**src/rtl/mem_arbiter.sv**
```systemverilog
`timescale 1ns/1ps
`default_nettype none
// ============================================================================
//  Module      : mem_arbiter
//  Description : Two-requester round-robin arbiter for the kianv native
//                memory bus (valid/ready, 32-bit addr/data, 4-bit wmask).
//                A grant is held for exactly one transaction; an optional
//                watchdog aborts a hung transaction with an error pulse.
//  Revision    : 1.0 - initial release
// ============================================================================
module mem_arbiter #(
   parameter int TIMEOUT = 0,   // 0 disables the watchdog
   parameter int CNT_W   = 16   // must satisfy TIMEOUT < 2**CNT_W
) (
   input  logic        clk,
   input  logic        resetn,

   input  logic        req0_valid,
   input  logic [31:0] req0_addr,
   input  logic [31:0] req0_wdata,
   input  logic [3:0]  req0_wmask,
   output logic        req0_ready,
   output logic [31:0] req0_rdata,

   input  logic        req1_valid,
   input  logic [31:0] req1_addr,
   input  logic [31:0] req1_wdata,
   input  logic [3:0]  req1_wmask,
   output logic        req1_ready,
   output logic [31:0] req1_rdata,

   output logic        mem_valid,
   output logic [31:0] mem_addr,
   output logic [31:0] mem_wdata,
   output logic [3:0]  mem_wmask,
   input  logic        mem_ready,
   input  logic [31:0] mem_rdata,

   output logic        timeout_err
);

   typedef enum logic [1:0] {
      IDLE = 2'd0,
      GNT0 = 2'd1,
      GNT1 = 2'd2
   } state_t;

   // Counter value reached in the TIMEOUT-th granted cycle (first cycle = 0)
   localparam logic [CNT_W-1:0] c_CNT_LAST = CNT_W'(TIMEOUT - 1);
   localparam logic             c_WD_EN    = (TIMEOUT != 0);

   state_t           r_state;
   logic             r_last;    // last requester served; 1 so requester 0 wins the first tie
   logic [CNT_W-1:0] r_cnt;

   logic             w_granted;
   logic             w_abort;
   logic             w_done;
   logic [31:0]      w_rdata;

   assign w_granted = (r_state != IDLE);
   // A real mem_ready in the last allowed cycle takes priority over the abort
   assign w_abort   = c_WD_EN & w_granted & ~mem_ready & (r_cnt == c_CNT_LAST);
   assign w_done    = w_granted & (mem_ready | w_abort);
   assign w_rdata   = w_abort ? 32'hFFFF_FFFF : mem_rdata;

   // Grant FSM with round-robin tie break and saturating watchdog counter
   always_ff @(posedge clk or negedge resetn) begin
      if (!resetn) begin
         r_state <= IDLE;
         r_last  <= 1'b1;
         r_cnt   <= '0;
      end else begin
         case (r_state)
            IDLE: begin
               r_cnt <= '0;
               if (req0_valid && req1_valid)
                  r_state <= r_last ? GNT0 : GNT1;
               else if (req0_valid)
                  r_state <= GNT0;
               else if (req1_valid)
                  r_state <= GNT1;
            end
            GNT0, GNT1: begin
               if (w_done) begin
                  r_state <= IDLE;
                  r_last  <= (r_state == GNT1);
               end else if (r_cnt != {CNT_W{1'b1}}) begin
                  r_cnt <= r_cnt + 1'b1;
               end
            end
            default: r_state <= IDLE;
         endcase
      end
   end

   // Route the grantee's fields to memory and the completion back to it
   always_comb begin
      mem_valid  = 1'b0;
      mem_addr   = 32'h0;
      mem_wdata  = 32'h0;
      mem_wmask  = 4'h0;
      req0_ready = 1'b0;
      req1_ready = 1'b0;
      case (r_state)
         GNT0: begin
            mem_valid  = req0_valid & ~w_abort;
            mem_addr   = req0_addr;
            mem_wdata  = req0_wdata;
            mem_wmask  = req0_wmask;
            req0_ready = mem_ready | w_abort;
         end
         GNT1: begin
            mem_valid  = req1_valid & ~w_abort;
            mem_addr   = req1_addr;
            mem_wdata  = req1_wdata;
            mem_wmask  = req1_wmask;
            req1_ready = mem_ready | w_abort;
         end
         default: ;
      endcase
   end

   assign req0_rdata  = w_rdata;
   assign req1_rdata  = w_rdata;
   assign timeout_err = w_abort;

endmodule
`default_nettype wire

```
**config.mk**
```make
export PLATFORM = sky130hd
export DESIGN_NAME = mem_arbiter
export DESIGN_NICKNAME = d
export VERILOG_FILES = /design/src/rtl/mem_arbiter.sv
export SDC_FILE = /design/constraint.sdc
export NUM_CORES = 1
export LEC_CHECK = 0
export ABC_CLOCK_PERIOD_IN_PS = 1400
export CORE_AREA = 2 2 118 120
export DETAILED_ROUTE_END_ITERATION = 6
export DIE_AREA = 0 0 120 122
export PLACE_DENSITY = 0.62
export SETUP_SLACK_MARGIN = 0.3
export SYNTH_ARGS = -nofsm -noshare
export SYNTH_HDL_FRONTEND = slang
export SYNTH_SLANG_ARGS = --single-unit
```
**constraint.sdc**
```tcl
create_clock -name clk -period 1.4 [get_ports clk]
set_input_delay 0.21 -clock clk [delete_from_list [all_inputs] [get_ports clk]]
set_output_delay 0.21 -clock clk [all_outputs]
set_load 0.1 [all_outputs]
```
==> results of run 1 <==
==> final cells by class <==
type | instances | area (sq um) | share of cell area
repair buffers | 244 | 3440 | 0.615
multi-input cells | 161 | 1750 | 0.313
clock buffers | 4 | 78.8 | 0.0141
inverters | 3 | 21.3 | 0.00380
flip-flops and latches | 3 | 77.6 | 0.0139
well taps | 180 | 225 | 0.0403
==> cells in the mapped netlist (2+ instances only) <==
cell type	n	share of area
nor2_1	71	0.16
a22oi_1	70	0.32
buf_4	66	0.30
buf_2	14	0.042
clkbuf_1	6	0.014
ha_1	5	0.038
nand2_1	3	0.0068
and2_1	2	0.0075
buf_6	2	0.014
dfrtp_1	2	0.030
inv_1	2	0.0045
==> state kept, by name, summed over array words and instances, names as in the netlist <==
name     flops
r_state      2
r_last       1
==> through the flow <==
| step | setup WS (ns) | area (sq um) | setup TNS, ns | hold WS, ns | util |
|---|---|---|---|---|---|
| 3_3_place_gp | -0.248 | 4880 | -14.83 | 0.403 | 0.362 |
| 5_1_grt | -0.540 | 5590 | -35.26 | 0.178 | 0.414 |
| 6_report | -0.490 | 5590 | -31.79 | 0.172 | 0.414 |
| 2_1_floorplan | -0.717 | 2310 | -29.61 | -0.0856 | - |
| 3_5_place_dp | -0.299 | 4880 | -17.26 | 0.413 | 0.362 |
| 4_1_cts | -0.491 | 5370 | -32.38 | 0.172 | 0.398 |
==> cells by family (layout without fill, tap and decap cells) <==
family | count (synthesis) | count (layout) | synth area share
adder cells (fa/ha/maj) | 5 | 5 | 0.0377
other | 1 | 1 | 0.00226
buffers and inverters | 91 | 251 | 0.375
flip-flops | 3 | 3 | 0.0460
AND/OR/NAND/NOR | 80 | 80 | 0.191
multiplexers | 1 | 1 | 0.00678
AO/OA/AOI/OAI | 74 | 74 | 0.342
==> what timing repair did <==
item | 4_1_cts | 5_1_grt
pin swaps | 7 | 11
gates resized for setup | 40 | 15
cloned | 7 | 5
buffers inserted | 1 | 2
setup endpoints to repair | 74 | 74
hold buffers | 0 | 0
==> final timing paths <==
kind	from	end	slack (ns)	depth (start not counted)
worst max-delay path	r_state[0]	mem_addr[13]	-0.49	6
worst min-delay path	resetn	r_state[0]	0.17	1
worst max register to register	r_state[1]	r_state[1]	-0.15	6
worst min register to register	r_last	r_last	0.62	1
max in group asynchronous	resetn	r_last	1.00	1
min in group clk	mem_rdata[4]	req0_rdata[4]	0.42	0
==> layer usage <==
layer / vias up / global-route usage / share of wire
met5: - / 0 / 0
met4: 0 / 0.0728 / 0.046
met3: 49 / 0.0318 / 0.077
met2: 138 / 0.257 / 0.54
met1: 1210 / 0.132 / 0.33
li1: 1156 / - / -
==> reports/metrics.cfg, run 1 <==
[clock_network]
clkSlewWorstSetupHoldPaths_ns = 0.03
root_buffer = clkbuf_16
clockBufferDepth = 2
clock_sinks = 3
cts_buffers = 3
cts_tree = yes
h-tree-depth = 1
insertion_delay_ns = 0.23

[cells_and_area]
fin_nets = 594
nFillCells = 1269
layout_common_cells = clkdlybuf4s50_1 (140), buf_12 (77), nor2_4 (66), a22oi_2 (43), a22oi_1 (27)
syn2layout_area_growth_pct = 237
diodes = 0
final_common_cell = clkdlybuf4s50_1
layout.cells.non_filler = 595
drive_gt1_frac = 0.569

[setup_path]
crit_slowest_cell = dfrtp_1
cp.arrival_ns = 1.68
worstPathCellList = buf_4 -> ha_4 -> bufbuf_16 -> a22oi_2 -> nor2_4 -> buf_12
crit_path_max_incr_delay_ns = 0.38
crit_family = buffers and inverters
crit_path_end_kind = output port
startpoint_type = flip-flop
required_ns = 1.19
cp_max_fo = 8
path_buf_inv = 3
worstSetupPathType = flip-flop to output port

[sta]
final_max_slew_viol_count = 0
max_freq_mhz = 529
period_minus_slack_ns = 1.89
fin_worst_skew_ns = 0.00326
hold_violations = 0
rsz0062_at_grt = true
fin_ws_ns = -0.490
setup_viol = 72
period_share = 1.35

[die]
io-pin-count = 309
fp.dieArea_sq_um = 14600
die-width_um = 120
dieHeight_um = 122
num_rows = 43
core_area_sq_um = 13500
initial_core_util = 0.123

[yosys]
syn_avg_cell_area_sq_um = 6.51
ys_seq_elements = 3
async_flop_share = 1.00
yosys_warnings = 0
synth_flop_cell = dfrtp_1
synth.cell_area_sq_um = 1660
yosysSeqAreaShare = 0.0460
ys_types = 23
synth-edff-count = 0
syn-num-nets = 433
synthCells = 255

[place]
gp_congestion = 0.725
dp_cells = 576
dpl.hpwl_um = 7720
io_buffers = 211

[flow_run]
drv_cap = 0

[min_path]
min_path_type = input pin to asynchronous set/reset pin

[routing]
dr.pass1.iters = 4
wl_per_cell_um = 18.6
vias_per_cell = 4.29
ant_nets = 0
routed-via-count = 2553
drtIter0Drc = 67
drc_errors = 0
drt-total-wl_um = 11100

[global_route]
grt_usage = 0.134
grt_pass1_vias = 2749
grt-ovfl-total = 0
grt_pass1_wl_um = 15100
antenna_found_initial = 0
grt_max_degree = 37

[run_status]
status = finished, violations left
violations = negative setup slack

Power of run 1 is left out: the tool's default activity adds up to more than one toggle a clock period on the data nets, which glitch-free logic cannot reach.
==> run 2: changes to the inputs <==
--- a/config.mk
+++ b/config.mk
@@ -5,11 +5,14 @@
 export SDC_FILE = /design/constraint.sdc
 export NUM_CORES = 1
 export LEC_CHECK = 0
+export ABC_AREA = 1
 export ABC_CLOCK_PERIOD_IN_PS = 1400
-export CORE_AREA = 2 2 118 120
+export CELL_PAD_IN_SITES_DETAIL_PLACEMENT = 1
+export CELL_PAD_IN_SITES_GLOBAL_PLACEMENT = 1
+export CORE_MARGIN = 2
+export CORE_UTILIZATION = 10
 export DETAILED_ROUTE_END_ITERATION = 6
-export DIE_AREA = 0 0 120 122
-export PLACE_DENSITY = 0.62
+export PLACE_DENSITY = 0.84
 export SETUP_SLACK_MARGIN = 0.3
 export SYNTH_ARGS = -nofsm -noshare
 export SYNTH_HDL_FRONTEND = slang
==> reports/metrics.cfg, run 2 <==
[cells_and_area]
drive_gt1_frac = 0.532  ; -0.0363
layout_common_cells = clkdlybuf4s50_1 (140), nand2_1 (85), buf_12 (84), a21oi_4 (69), nand2_2 (48)
diodes = 0  ; unchanged
fin_nets = 688  ; +16%
biggestRegsByFlops = r_state: 2 flops, r_last: 1 flops
stdcell_area_sq_um = 6220  ; +11%
largest_reg_flops = 2  ; unchanged
layout.cells.non_filler = 734  ; +23%
nFillCells = 1893  ; +49%
syn2layout_area_growth_pct = 256
final_common_cell = clkdlybuf4s50_1
max_flop_register = r_state

[clock_network]
clkSlewWorstSetupHoldPaths_ns = 0.03  ; about the same
root_buffer = clkbuf_16
clockBufferDepth = 2  ; unchanged
cts_tree = yes
cts_hold_buffers = 0  ; unchanged
cts_buffers = 3  ; unchanged
h-tree-depth = 1  ; unchanged
clock_sinks = 3  ; unchanged
insertion_delay_ns = 0.23  ; about the same

[setup_path]
cp_max_fo = 8  ; unchanged
crit_top_cell = buf_12
reg2reg_setup_slack_ns = 0.05  ; +0.20 ns
worstPathCellList = inv_2 -> ha_4 -> inv_12 -> buf_12 -> buf_12 -> a21oi_4 -> buf_12
cp.arrival_ns = 1.73  ; +0.05 ns
r2r-start = r_state[1]
required_ns = 1.19  ; about the same
rr_worst_depth = 9  ; +3
crit_path_max_incr_delay_ns = 0.37  ; about the same
worstSetupPathType = flip-flop to output port
crit_path_end_kind = output port
startpoint = r_state[1]
startpoint_type = flip-flop
crit_slowest_cell = dfrtp_1

[sta]
rsz0062_at_grt = true
max_freq_mhz = 517  ; -2.4%
fin_worst_skew_ns = 0.00323  ; -0.0000282 ns
fin_ws_ns = -0.536  ; -0.0464 ns
final_max_slew_viol_count = 0  ; unchanged
setup_tns_ns = -34.40  ; -2.60 ns
holdWs_ns = 0.182  ; +0.0101 ns
period_share = 1.38  ; +0.0331
period_minus_slack_ns = 1.94  ; +0.0464 ns
setup_viol = 71  ; -1.4%
hold_violations = 0  ; unchanged

[yosys]
yosys.cell_count.top_type = nand2_1
synth_flop_cell = dfrtp_1
ys_types = 16  ; -30%
synthCells = 331  ; +30%
synth_top_area_frac = 0.320  ; +0.00393
synth.cell_area_sq_um = 1750  ; +5.1%
yosysSeqAreaShare = 0.0437  ; -0.00224
synth_commonest_cells = nand2_1 (149), a21oi_1 (70), buf_4 (67)
synth-edff-count = 0  ; unchanged
synth_area_leaders = nand2_1 (32%), buf_4 (29%), a21oi_1 (20%)
syn_avg_cell_area_sq_um = 5.27  ; -19%
syn-num-nets = 509  ; +18%
synth_top_area_cell = nand2_1
ys_seq_elements = 3  ; unchanged
yosys_warnings = 0  ; unchanged
async_flop_share = 1.00  ; unchanged

[die]
initial_core_util = 0.102  ; -0.0213
dieHeight_um = 136  ; +12%
num_rows = 48  ; +12%
die-width_um = 136  ; +13%
fp.dieArea_sq_um = 18500  ; +27%
core_area_sq_um = 17200  ; +27%
io-pin-count = 309  ; unchanged

[routing]
vias_per_cell = 3.90  ; -9.1%
routed-via-count = 2864  ; +12%
ant_nets = 0  ; unchanged
drc_errors = 0  ; unchanged
wl_per_cell_um = 18.1  ; -2.6%
drtIter0Drc = 85  ; +27%
drt-total-wl_um = 13300  ; +20%
dr.pass1.iters = 4  ; unchanged

[power]
p_sw_frac = 0.587
comb_power_share = 0.959
power_leakage_nw = 2.12
power_density_nw_per_um2 = 2460
clkPwrFrac = 0.030
power.switching_mw = 8.99
p_seq_frac = 0.011
power_mw = 15.3
ir_drop_v = 0.00114
p_int_mw = 6.33

[place]
gp_congestion = 0.738  ; +1.7%
io_buffers = 211  ; unchanged
dpl_cell_area_sq_um = 5370  ; +9.9%
dpl.hpwl_um = 9400  ; +22%
dp_cells = 706  ; +23%

[global_route]
grt_pass1_wl_um = 17500  ; +16%
grt-ovfl-total = 0  ; unchanged
grt_pass1_vias = 3145  ; +14%
grt_max_degree = 29  ; -22%
grt_usage = 0.123  ; -0.0105
antenna_found_initial = 0  ; unchanged

[flow_run]
drv_cap = 0  ; unchanged

[min_path]
min_path_type = input pin to asynchronous set/reset pin

[run_status]
status = finished, violations left
violations = negative setup slack

run 2: critical path: cells and delay by family, from the launching register on:
kind / cells / cell delay [ns]
AO/OA/AOI/OAI: 1 / 0.15
adder cells (fa/ha/maj): 1 / 0.33
buffers and inverters: 5 / 0.62
flip-flops: 1 / 0.37
run 2: layer usage:
| layer | wire length, um | GRT usage |
|---|---|---|
| met4 | 379 | 0.0330 |
| met2 | 7600 | 0.257 |
| met5 | 0 | 0 |
| met1 | 4490 | 0.121 |
| met3 | 828 | 0.0242 |
run 2: worst paths after layout:
kind | endpoint
worst max-delay path | mem_wdata[5]
worst min-delay path | r_state[1]
worst max register to register | r_state[1]
worst min register to register | r_last
max in group asynchronous | r_last
min in group clk | req0_rdata[28]
run 2: cell families after synthesis:
kind of cell,synth area share
simple gates,0.330
fa+ha+maj,0.0358
flops,0.0437
compound gates,0.209
other cells,0.00215
buf+inv,0.379
run 2: timing repair:
| item | in CTS | in global routing |
|---|---|---|
| setup buffers | 8 | 5 |
| gates cloned | 6 | 5 |
| setup endpoints to repair | 74 | 74 |
| gates resized for setup | 54 | 55 |
| pin swaps | 19 | 28 |
run 2: stage by stage:
step                utilization  worst slack [ns]
global placement          0.312            -0.291
floorplan                     -            -0.439
detailed placement        0.312            -0.339
finish                    0.362            -0.536
CTS                       0.343            -0.547
global route              0.362            -0.581
run 2: cell type report:
| class | instances | area, sq um | share of cell area |
|---|---|---|---|
| inverters | 9 | 53.8 | 0.00865 |
| clock buffers | 4 | 78.8 | 0.0127 |
| repair buffers | 262 | 3640 | 0.585 |
| well taps | 225 | 282 | 0.0453 |
| flip-flops and latches | 3 | 76.3 | 0.0123 |
| multi-input cells | 231 | 2090 | 0.336 |
run 2: power groups by stage:
| stage | Clock [mW] | Sequential (mW) | Combinational, mW |
|---|---|---|---|
| floorplan | 0 | 0.161 | 8.98 |
| global placement | 0 | 0.160 | 12.5 |
| detailed placement | 0 | 0.164 | 12.6 |
| CTS | 0.466 | 0.159 | 14.1 |
| global route | 0.473 | 0.165 | 15.3 |
| finish | 0.460 | 0.161 | 14.7 |
Note: power is estimated with default switching activity, not from simulation.
